### src/rtl/riscv_pkg.sv
// riscv_pkg: funct3 encodings, LSU states, strobe bases and access-legality helpers
package riscv_pkg;
  localparam logic [2:0] F3_B  = 3'b000;
  localparam logic [2:0] F3_H  = 3'b001;
  localparam logic [2:0] F3_W  = 3'b010;
  localparam logic [2:0] F3_BU = 3'b100;
  localparam logic [2:0] F3_HU = 3'b101;
  localparam logic [3:0] STRB_B = 4'b0001;
  localparam logic [3:0] STRB_H = 4'b0011;
  localparam logic [3:0] STRB_W = 4'b1111;
  typedef enum logic [1:0] {S_IDLE, S_CHECK, S_REQ, S_DONE} lsu_state_e;
  function automatic logic f3_ok(input logic ld, input logic [2:0] f3);
    return ld ? (f3 inside {F3_B, F3_H, F3_W, F3_BU, F3_HU}) : (f3 inside {F3_B, F3_H, F3_W});
  endfunction
  function automatic logic misaligned(input logic [2:0] f3, input logic [1:0] a);
    return (f3[1:0] == 2'b01 && a[0]) || (f3[1:0] == 2'b10 && a != 2'b00);
  endfunction
endpackage

### src/rtl/load_store_unit_if.sv
// load_store_unit_if: req/ack data-memory port
interface load_store_unit_if;
  logic        mem_req;
  logic        mem_we;
  logic [31:0] mem_addr;
  logic [31:0] mem_wdata;
  logic [3:0]  mem_wstrb;
  logic        mem_ack;
  logic [31:0] mem_rdata;
  modport master(output mem_req, mem_we, mem_addr, mem_wdata, mem_wstrb, input mem_ack, mem_rdata);
  modport slave(input mem_req, mem_we, mem_addr, mem_wdata, mem_wstrb, output mem_ack, mem_rdata);
endinterface

### src/rtl/lsu_load_align.sv
// lsu_load_align: selects the addressed byte/half of a read word and extends it
module lsu_load_align
  import riscv_pkg::*;
(
  input  logic [31:0] mem_rdata_i,
  input  logic [1:0]  addr_i,
  input  logic [2:0]  funct3_i,
  output logic [31:0] data_o
);
  logic [7:0]  b;
  logic [15:0] h;
  always_comb begin
    b = addr_i[1] ? (addr_i[0] ? mem_rdata_i[31:24] : mem_rdata_i[23:16])
                  : (addr_i[0] ? mem_rdata_i[15:8]  : mem_rdata_i[7:0]);
    h = addr_i[1] ? mem_rdata_i[31:16] : mem_rdata_i[15:0];
    data_o = funct3_i == F3_B  ? {{24{b[7]}}, b} :
             funct3_i == F3_H  ? {{16{h[15]}}, h} :
             funct3_i == F3_BU ? {24'd0, b} :
             funct3_i == F3_HU ? {16'd0, h} : mem_rdata_i;
  end
endmodule

### src/rtl/load_store_unit.sv
// load_store_unit: byte/half/word loads and stores over a req/ack memory port
module load_store_unit
  import riscv_pkg::*;
#(
  parameter int TIMEOUT = 15
) (
  input  logic        clock,
  input  logic        reset,
  input  logic        start,
  input  logic        memRead,
  input  logic        memWrite,
  input  logic [2:0]  funct3,
  input  logic [31:0] address,
  input  logic [31:0] writeData,
  output logic        busy,
  output logic        done,
  output logic        fault,
  output logic [31:0] readData,
  load_store_unit_if.master mem
);
  localparam logic [7:0] TO_LAST = 8'(TIMEOUT - 1);
  lsu_state_e  state_q, state_d;
  logic [31:0] addr_q, addr_d, wdata_q, wdata_d, rdata_q, rdata_d;
  logic [31:0] maddr_q, maddr_d, mwdata_q, mwdata_d, ld_data, rep;
  logic [2:0]  f3_q, f3_d;
  logic [3:0]  strb_q, strb_d, strb;
  logic [7:0]  cnt_q, cnt_d;
  logic        ld_q, ld_d, req_q, req_d, we_q, we_d, fault_q, fault_d, bad;
  lsu_load_align u_align (
    .mem_rdata_i(mem.mem_rdata),
    .addr_i     (addr_q[1:0]),
    .funct3_i   (f3_q),
    .data_o     (ld_data)
  );
  assign busy          = state_q != S_IDLE;
  assign done          = state_q == S_DONE;
  assign fault         = fault_q;
  assign readData      = rdata_q;
  assign mem.mem_req   = req_q;
  assign mem.mem_we    = we_q;
  assign mem.mem_addr  = maddr_q;
  assign mem.mem_wdata = mwdata_q;
  assign mem.mem_wstrb = strb_q;
  always_comb begin
    bad  = !f3_ok(ld_q, f3_q) || misaligned(f3_q, addr_q[1:0]);
    rep  = f3_q[1:0] == 2'b00 ? {4{wdata_q[7:0]}} : f3_q[1:0] == 2'b01 ? {2{wdata_q[15:0]}} : wdata_q;
    strb = f3_q[1:0] == 2'b00 ? STRB_B << addr_q[1:0] : f3_q[1:0] == 2'b01 ? STRB_H << addr_q[1:0] : STRB_W;
    state_d  = state_q;
    addr_d   = addr_q;
    wdata_d  = wdata_q;
    f3_d     = f3_q;
    ld_d     = ld_q;
    cnt_d    = cnt_q;
    rdata_d  = rdata_q;
    req_d    = req_q;
    we_d     = we_q;
    maddr_d  = maddr_q;
    mwdata_d = mwdata_q;
    strb_d   = strb_q;
    fault_d  = fault_q;
    case (state_q)
      S_IDLE: if (start) begin
        state_d = (memRead ^ memWrite) ? S_CHECK : S_DONE;
        fault_d = ~(memRead ^ memWrite);
        addr_d  = address;
        wdata_d = writeData;
        f3_d    = funct3;
        ld_d    = memRead;
      end
      S_CHECK: begin
        state_d  = bad ? S_DONE : S_REQ;
        fault_d  = bad;
        req_d    = ~bad;
        we_d     = ~ld_q;
        maddr_d  = {addr_q[31:2], 2'b00};
        mwdata_d = rep;
        strb_d   = ld_q ? 4'b0000 : strb;
        cnt_d    = '0;
      end
      S_REQ: begin
        // an ack on the timeout edge still wins
        if (mem.mem_ack || cnt_q == TO_LAST) begin
          state_d = S_DONE;
          req_d   = 1'b0;
          fault_d = ~mem.mem_ack;
        end else cnt_d = cnt_q + 8'd1;
        if (mem.mem_ack && ld_q) rdata_d = ld_data;
      end
      default: begin
        state_d = S_IDLE;
        fault_d = 1'b0;
      end
    endcase
  end
  always_ff @(posedge clock) begin
    if (reset) begin
      state_q  <= S_IDLE;
      addr_q   <= '0;
      wdata_q  <= '0;
      f3_q     <= '0;
      ld_q     <= 1'b0;
      cnt_q    <= '0;
      rdata_q  <= '0;
      req_q    <= 1'b0;
      we_q     <= 1'b0;
      maddr_q  <= '0;
      mwdata_q <= '0;
      strb_q   <= '0;
      fault_q  <= 1'b0;
    end else begin
      state_q  <= state_d;
      addr_q   <= addr_d;
      wdata_q  <= wdata_d;
      f3_q     <= f3_d;
      ld_q     <= ld_d;
      cnt_q    <= cnt_d;
      rdata_q  <= rdata_d;
      req_q    <= req_d;
      we_q     <= we_d;
      maddr_q  <= maddr_d;
      mwdata_q <= mwdata_d;
      strb_q   <= strb_d;
      fault_q  <= fault_d;
    end
  end
endmodule

### src/flat_wrapper.sv
// flat-port wrapper written by rule: the top's interface ports become plain ports
module load_store_unit_flat import riscv_pkg::*;
#(
  parameter int TIMEOUT = 15
)
  (clock, reset, start, memRead, memWrite, funct3, address, writeData, busy, done, fault, readData, mem_mem_req, mem_mem_we, mem_mem_addr, mem_mem_wdata, mem_mem_wstrb, mem_mem_ack, mem_mem_rdata);
  load_store_unit_if mem_i ();
  input  logic clock;
  input  logic reset;
  input  logic start;
  input  logic memRead;
  input  logic memWrite;
  input  logic [2:0] funct3;
  input  logic [31:0] address;
  input  logic [31:0] writeData;
  output logic busy;
  output logic done;
  output logic fault;
  output logic [31:0] readData;
  output wire logic [$bits(mem_i.mem_req)-1:0] mem_mem_req;
  output wire logic [$bits(mem_i.mem_we)-1:0] mem_mem_we;
  output wire logic [$bits(mem_i.mem_addr)-1:0] mem_mem_addr;
  output wire logic [$bits(mem_i.mem_wdata)-1:0] mem_mem_wdata;
  output wire logic [$bits(mem_i.mem_wstrb)-1:0] mem_mem_wstrb;
  input wire logic [$bits(mem_i.mem_ack)-1:0] mem_mem_ack;
  input wire logic [$bits(mem_i.mem_rdata)-1:0] mem_mem_rdata;
  assign mem_mem_req = mem_i.mem_req;
  assign mem_mem_we = mem_i.mem_we;
  assign mem_mem_addr = mem_i.mem_addr;
  assign mem_mem_wdata = mem_i.mem_wdata;
  assign mem_mem_wstrb = mem_i.mem_wstrb;
  assign mem_i.mem_ack = mem_mem_ack;
  assign mem_i.mem_rdata = mem_mem_rdata;
  load_store_unit #(.TIMEOUT(TIMEOUT)) u_core (.clock(clock), .reset(reset), .start(start), .memRead(memRead), .memWrite(memWrite), .funct3(funct3), .address(address), .writeData(writeData), .busy(busy), .done(done), .fault(fault), .readData(readData), .mem(mem_i));
endmodule
### config.mk
export PLATFORM = sky130hd
export DESIGN_NAME = load_store_unit_flat
export DESIGN_NICKNAME = d
export VERILOG_FILES = /design/src/rtl/riscv_pkg.sv /design/src/rtl/load_store_unit_if.sv /design/src/rtl/lsu_load_align.sv /design/src/rtl/load_store_unit.sv /design/src/flat_wrapper.sv
export SDC_FILE = /design/constraint.sdc
export NUM_CORES = 1
export LEC_CHECK = 0
export CORE_ASPECT_RATIO = 1.4
export CORE_MARGIN = 8
export CORE_UTILIZATION = 48
export CTS_CLUSTER_SIZE = 16
export DETAILED_ROUTE_END_ITERATION = 12
export PLACE_DENSITY = 0.79
export SYNTH_ARGS = -nofsm -noshare
export SYNTH_HDL_FRONTEND = slang
export SYNTH_SLANG_ARGS = --single-unit
### constraint.sdc
create_clock -name clock -period 2.3 [get_ports clock]
set_clock_uncertainty 0.1 [all_clocks]
set_input_delay 0.46 -clock clock [delete_from_list [all_inputs] [get_ports clock]]
set_output_delay 0.46 -clock clock [all_outputs]
set_load 0.02 [all_outputs]
==> summary.md <==
| Metric | Value |
|---|---|
| Area of all placed cells without fillers | `10200 um2` |
| Worst hold margin | `about 0.25 ns` |
| Mean number of vias per cell | `5.42` |
| Arrival time of the worst setup path | `roughly 1.6 ns` |
| Worst hold path stage count | `2` |
| Fraction of final layout cells sized beyond drive strength 1 | `6.79%` |
| Number of buffers inserted to repair setup after CTS | `0` |
| Chip width | `between 100 and 150 um` |
| Sequential share of the synthesized area | `about half` |
| Max-cap violations | `0` |
| Core region area | `15000 um2` |
| Number of cells after detailed placement | `between 1000 and 1500` |
| Largest net degree at the start of global routing | `approximately 140` |
| Slew Limit Fails | `0` |
| Routed len/inst | `between 15 and 20 um` |
| Number of optimization iterations in the first detailed-route pass | `5` |
| Number of placement rows | `53` |
| Final total negative setup slack | `0 ns` |
| Number of global-route vias before repair | `roughly 6600` |
| Clk Latency, worst-skew pair | `0.42 ns` |
| Area of the multi-input gates | `3460 um2` |
| Setup Crit Path Kind | `flip-flop to output pin` |
| Largest stage delay, worst path | `0.40 ns` |
| CTS Root Buffer Type | `sky130_fd_sc_hd__clkbuf_16` |
| Total of endpoints with negative setup slack in the final report | `0` |
| TritonCTS clock tree | `built` |
| Nature of the critical path startpoint | `flip-flop` |
| Syn_area_per_cell | `8.45 um2` |
| Half-perimeter wire length after detailed placement | `15600 um` |
| Crit Path Max Fanout | `6` |
| Filler cell count in the final layout | `approximately 1300` |
| Reg clk slew, reported paths | `0.07 ns` |
| FFs w/ async S/R, synth | `0%` |
| Register-to-register path setup slack | `between 0.2 and 0.3 ns` |
| Unrepaired setup endpoints after global routing | `no` |
| Fin crit share | `around 94%` |
| Leakage component of the power | `3.70 nW` |
| Total buffers and inverters traversed by the critical path | `3` |
| Number of enable flip-flop cells after synthesis | `0` |
| Worst Hold Class | `input pin to flip-flop` |
| Effective utilization at floorplan | `approximately half` |
| Category of the worst setup path capture point | `output pin` |
| Fin util | `between 60 and 70%` |
| Worst Tran Pin Value | `about 0.62 ns` |
| Tmin final | `2.16 ns` |
| Iter 0 DRT Violations | `roughly 540` |
| CP required | `between 1.5 and 2 ns` |
| Most used flip-flop cell after synthesis | `sky130_fd_sc_hd__dfxtp_1` |
| Synth warnings | `0` |
| Post-DP Area | `9610 um2` |
| Clock Sinks | `between 150 and 200` |
| Top Family by Delay on Critical Path | `buffers and inverters` |
| Cells after Synth | `roughly 870` |
| Min-Delay Endpoint | `u_core.cnt_q[1]` |
| Max frequency | `about 460 MHz` |
| Global-route wire length before repair | `~35000 um` |
| Synthesized flop and latch total | `179` |
| CTS H-tree depth | `4` |
| Synthesized area | `7340 um2` |
| Worst slack after detailed placement | `approximately 0.096 ns` |
| Post-synth cell types | `50` |
| Worst ir drop on vdd | `0.000726 V` |
| Most frequent CP cell | `sky130_fd_sc_hd__inv_1` |
| Sequential cell area | `3580 um2` |
| Post-CTS Hold Fix Bufs | `0` |
| Startpoint of the lowest-slack hold path | `reset` |
| CTS max path bufs | `2` |
| Initial antenna violation count | `2` |
| Power per cell area | `around 970 nW/um2` |
| Input/output buffers | `207` |
| Routed Antenna Nets | `0` |
| Global placer's final weighted congestion | `between 0.8 and 0.9` |
| Number of standard cells in the final layout excluding fillers | `between 1000 and 1500` |
| CTS Buf Count | `17` |
| IO Pins | `210` |
| Cell Chain, Critical Path | `inv_1 -> ha_1 -> inv_1 -> clkdlybuf4s15_1` |
| Routed WL | `roughly 22000 um` |
| Net total in the final layout | `around 1200` |
| Result of the run | `finished, final reports clean` |
| Reg2Reg Launch Point | `u_core.state_q[0]` |
| Overall power | `9.96 mW` |
| Global routing usage summed across all routing layers | `between 20% and 30%` |
| RR Endpoint | `u_core.state_q[0]` |
| DRC violation count after routing | `0` |
| Die H | `~160 um` |
| Slack of the critical path | `~0.14 ns` |
| Die Outline Area | `19600 um2` |
| Master of the slowest instance on the critical path | `sky130_fd_sc_hd__dfxtp_1` |
| DR vias | `6796` |
| Worst slew slack as a fraction of its limit | `between 50 and 60%` |
| Post-synthesis to final-layout area growth | `39.1%` |
| Grt ovf | `0` |
| Worst Reg-to-Reg Cells | `6` |
| Number of hold-slack violations in the final timing report | `0` |
[synthesized netlist by cell type (2+ instances only)]
master                     count  area (um2)
sky130_fd_sc_hd__a31oi_1       9        56.3
sky130_fd_sc_hd__and3_1        3        18.8
sky130_fd_sc_hd__clkbuf_1     44         165
sky130_fd_sc_hd__nor2_1       88         330
sky130_fd_sc_hd__a211oi_1     13        97.6
sky130_fd_sc_hd__nor2b_1       3        18.8
sky130_fd_sc_hd__mux2i_1      65         651
sky130_fd_sc_hd__buf_4         2        15.0
sky130_fd_sc_hd__buf_2        10        50.1
sky130_fd_sc_hd__a221oi_1      3        26.3
sky130_fd_sc_hd__o21a_1        3        22.5
sky130_fd_sc_hd__nand2_1     189         709
sky130_fd_sc_hd__o221a_2       7        78.8
sky130_fd_sc_hd__o211ai_1      2        15.0
sky130_fd_sc_hd__nor3_1        9        45.0
sky130_fd_sc_hd__ha_1         10         125
sky130_fd_sc_hd__nand2b_1      5        31.3
sky130_fd_sc_hd__inv_1        11        41.3
sky130_fd_sc_hd__a21oi_1     101         505
sky130_fd_sc_hd__a22oi_1       8        60.1
sky130_fd_sc_hd__a311oi_1      8        70.1
sky130_fd_sc_hd__dfxtp_1     179        3580
sky130_fd_sc_hd__a22o_1        9        78.8
sky130_fd_sc_hd__buf_1        10        37.5
sky130_fd_sc_hd__mux4_2        2        45.0
sky130_fd_sc_hd__o21ai_0      45         225
sky130_fd_sc_hd__o32ai_1       2        17.5
sky130_fd_sc_hd__xor2_1        2        17.5
sky130_fd_sc_hd__nand3_1       6        30.0
[layout by cell type (no fill, tap or decap), drive strengths merged, types with 13 or more instances in the layout]
cell / instances
clkdlybuf4s50: 204
nand2: 189
dfxtp: 179
a21oi: 101
nor2: 88
mux2i: 65
o21ai: 46
buf: 20
inv: 18
clkbuf: 17
a211oi: 13
[registers in the layout (all words and copies together) (netlist names)]
register,cells
u_core.addr_q,32
u_core.cnt_q,8
u_core.f3_q,3
u_core.fault,1
u_core.ld_q,1
u_core.mem.mem_addr,30
u_core.mem.mem_req,1
u_core.mem.mem_wdata,32
u_core.mem.mem_we,1
u_core.mem.mem_wstrb,4
u_core.readData,32
u_core.state_q,2
u_core.wdata_q,32
[logic make-up (layout without fill, tap and decap cells)]
family | Yosys count | count (layout) | synth area share [%]
AOI/OAI and AO/OA | 216 | 216 | 17.9
xor gates and xnor gates | 3 | 3 | 0.358
adders and majority gates | 10 | 10 | 1.70
buffers and inverters | 79 | 270 | 4.41
DFF | 179 | 179 | 48.8
muxes | 67 | 67 | 9.47
other | 1 | 4 | 0.0511
and+or+nand+nor | 314 | 314 | 17.3
[worst max-delay path by stage]
stage               slack [ns]  cells after the start         startpoint                 end
floorplan                 0.50                      6   u_core.addr_q[1]  u_core.mem.mem_req
global placement          0.14                      5        mem_mem_ack        u_core.fault
detailed placement         0.1                      5        mem_mem_ack   u_core.state_q[0]
CTS                       0.03                      2  u_core.state_q[0]                done
global route              0.01                      4  u_core.state_q[0]                busy
finish                    0.14                      4  u_core.state_q[0]                busy
[where the power goes]
part           switching (mW)  internal, mW
Sequential              0.297          3.53
Clock                    1.29          1.64
Combinational            1.81          1.40
[per-layer routing]
layer	global-route usage, %	part of all wire [%]	vias to the layer above
li1	-	-	3335
met1	25.0	40	3151
met2	35.9	47	264
met3	7.91	8.9	46
met4	11.5	4.0	0
met5	0	0	-
[area by class of cell]
cell class                 instances  area share [%]
clock buffer                      17            4.16
inverter                          12           0.441
clock inverter                    15            1.68
multi-input combinational        612            33.8
sequential                       179            35.1
tap                              192            2.35
antenna                            2          0.0490
timing repair buffer             226            22.4
[repair_timing]
item	in CTS	in global routing
gates resized for setup	1	2
endpoints found under the setup margin	1	2
hold endpoints to repair	0	0
No activity file was read; power rests on OpenSTA's default activity.
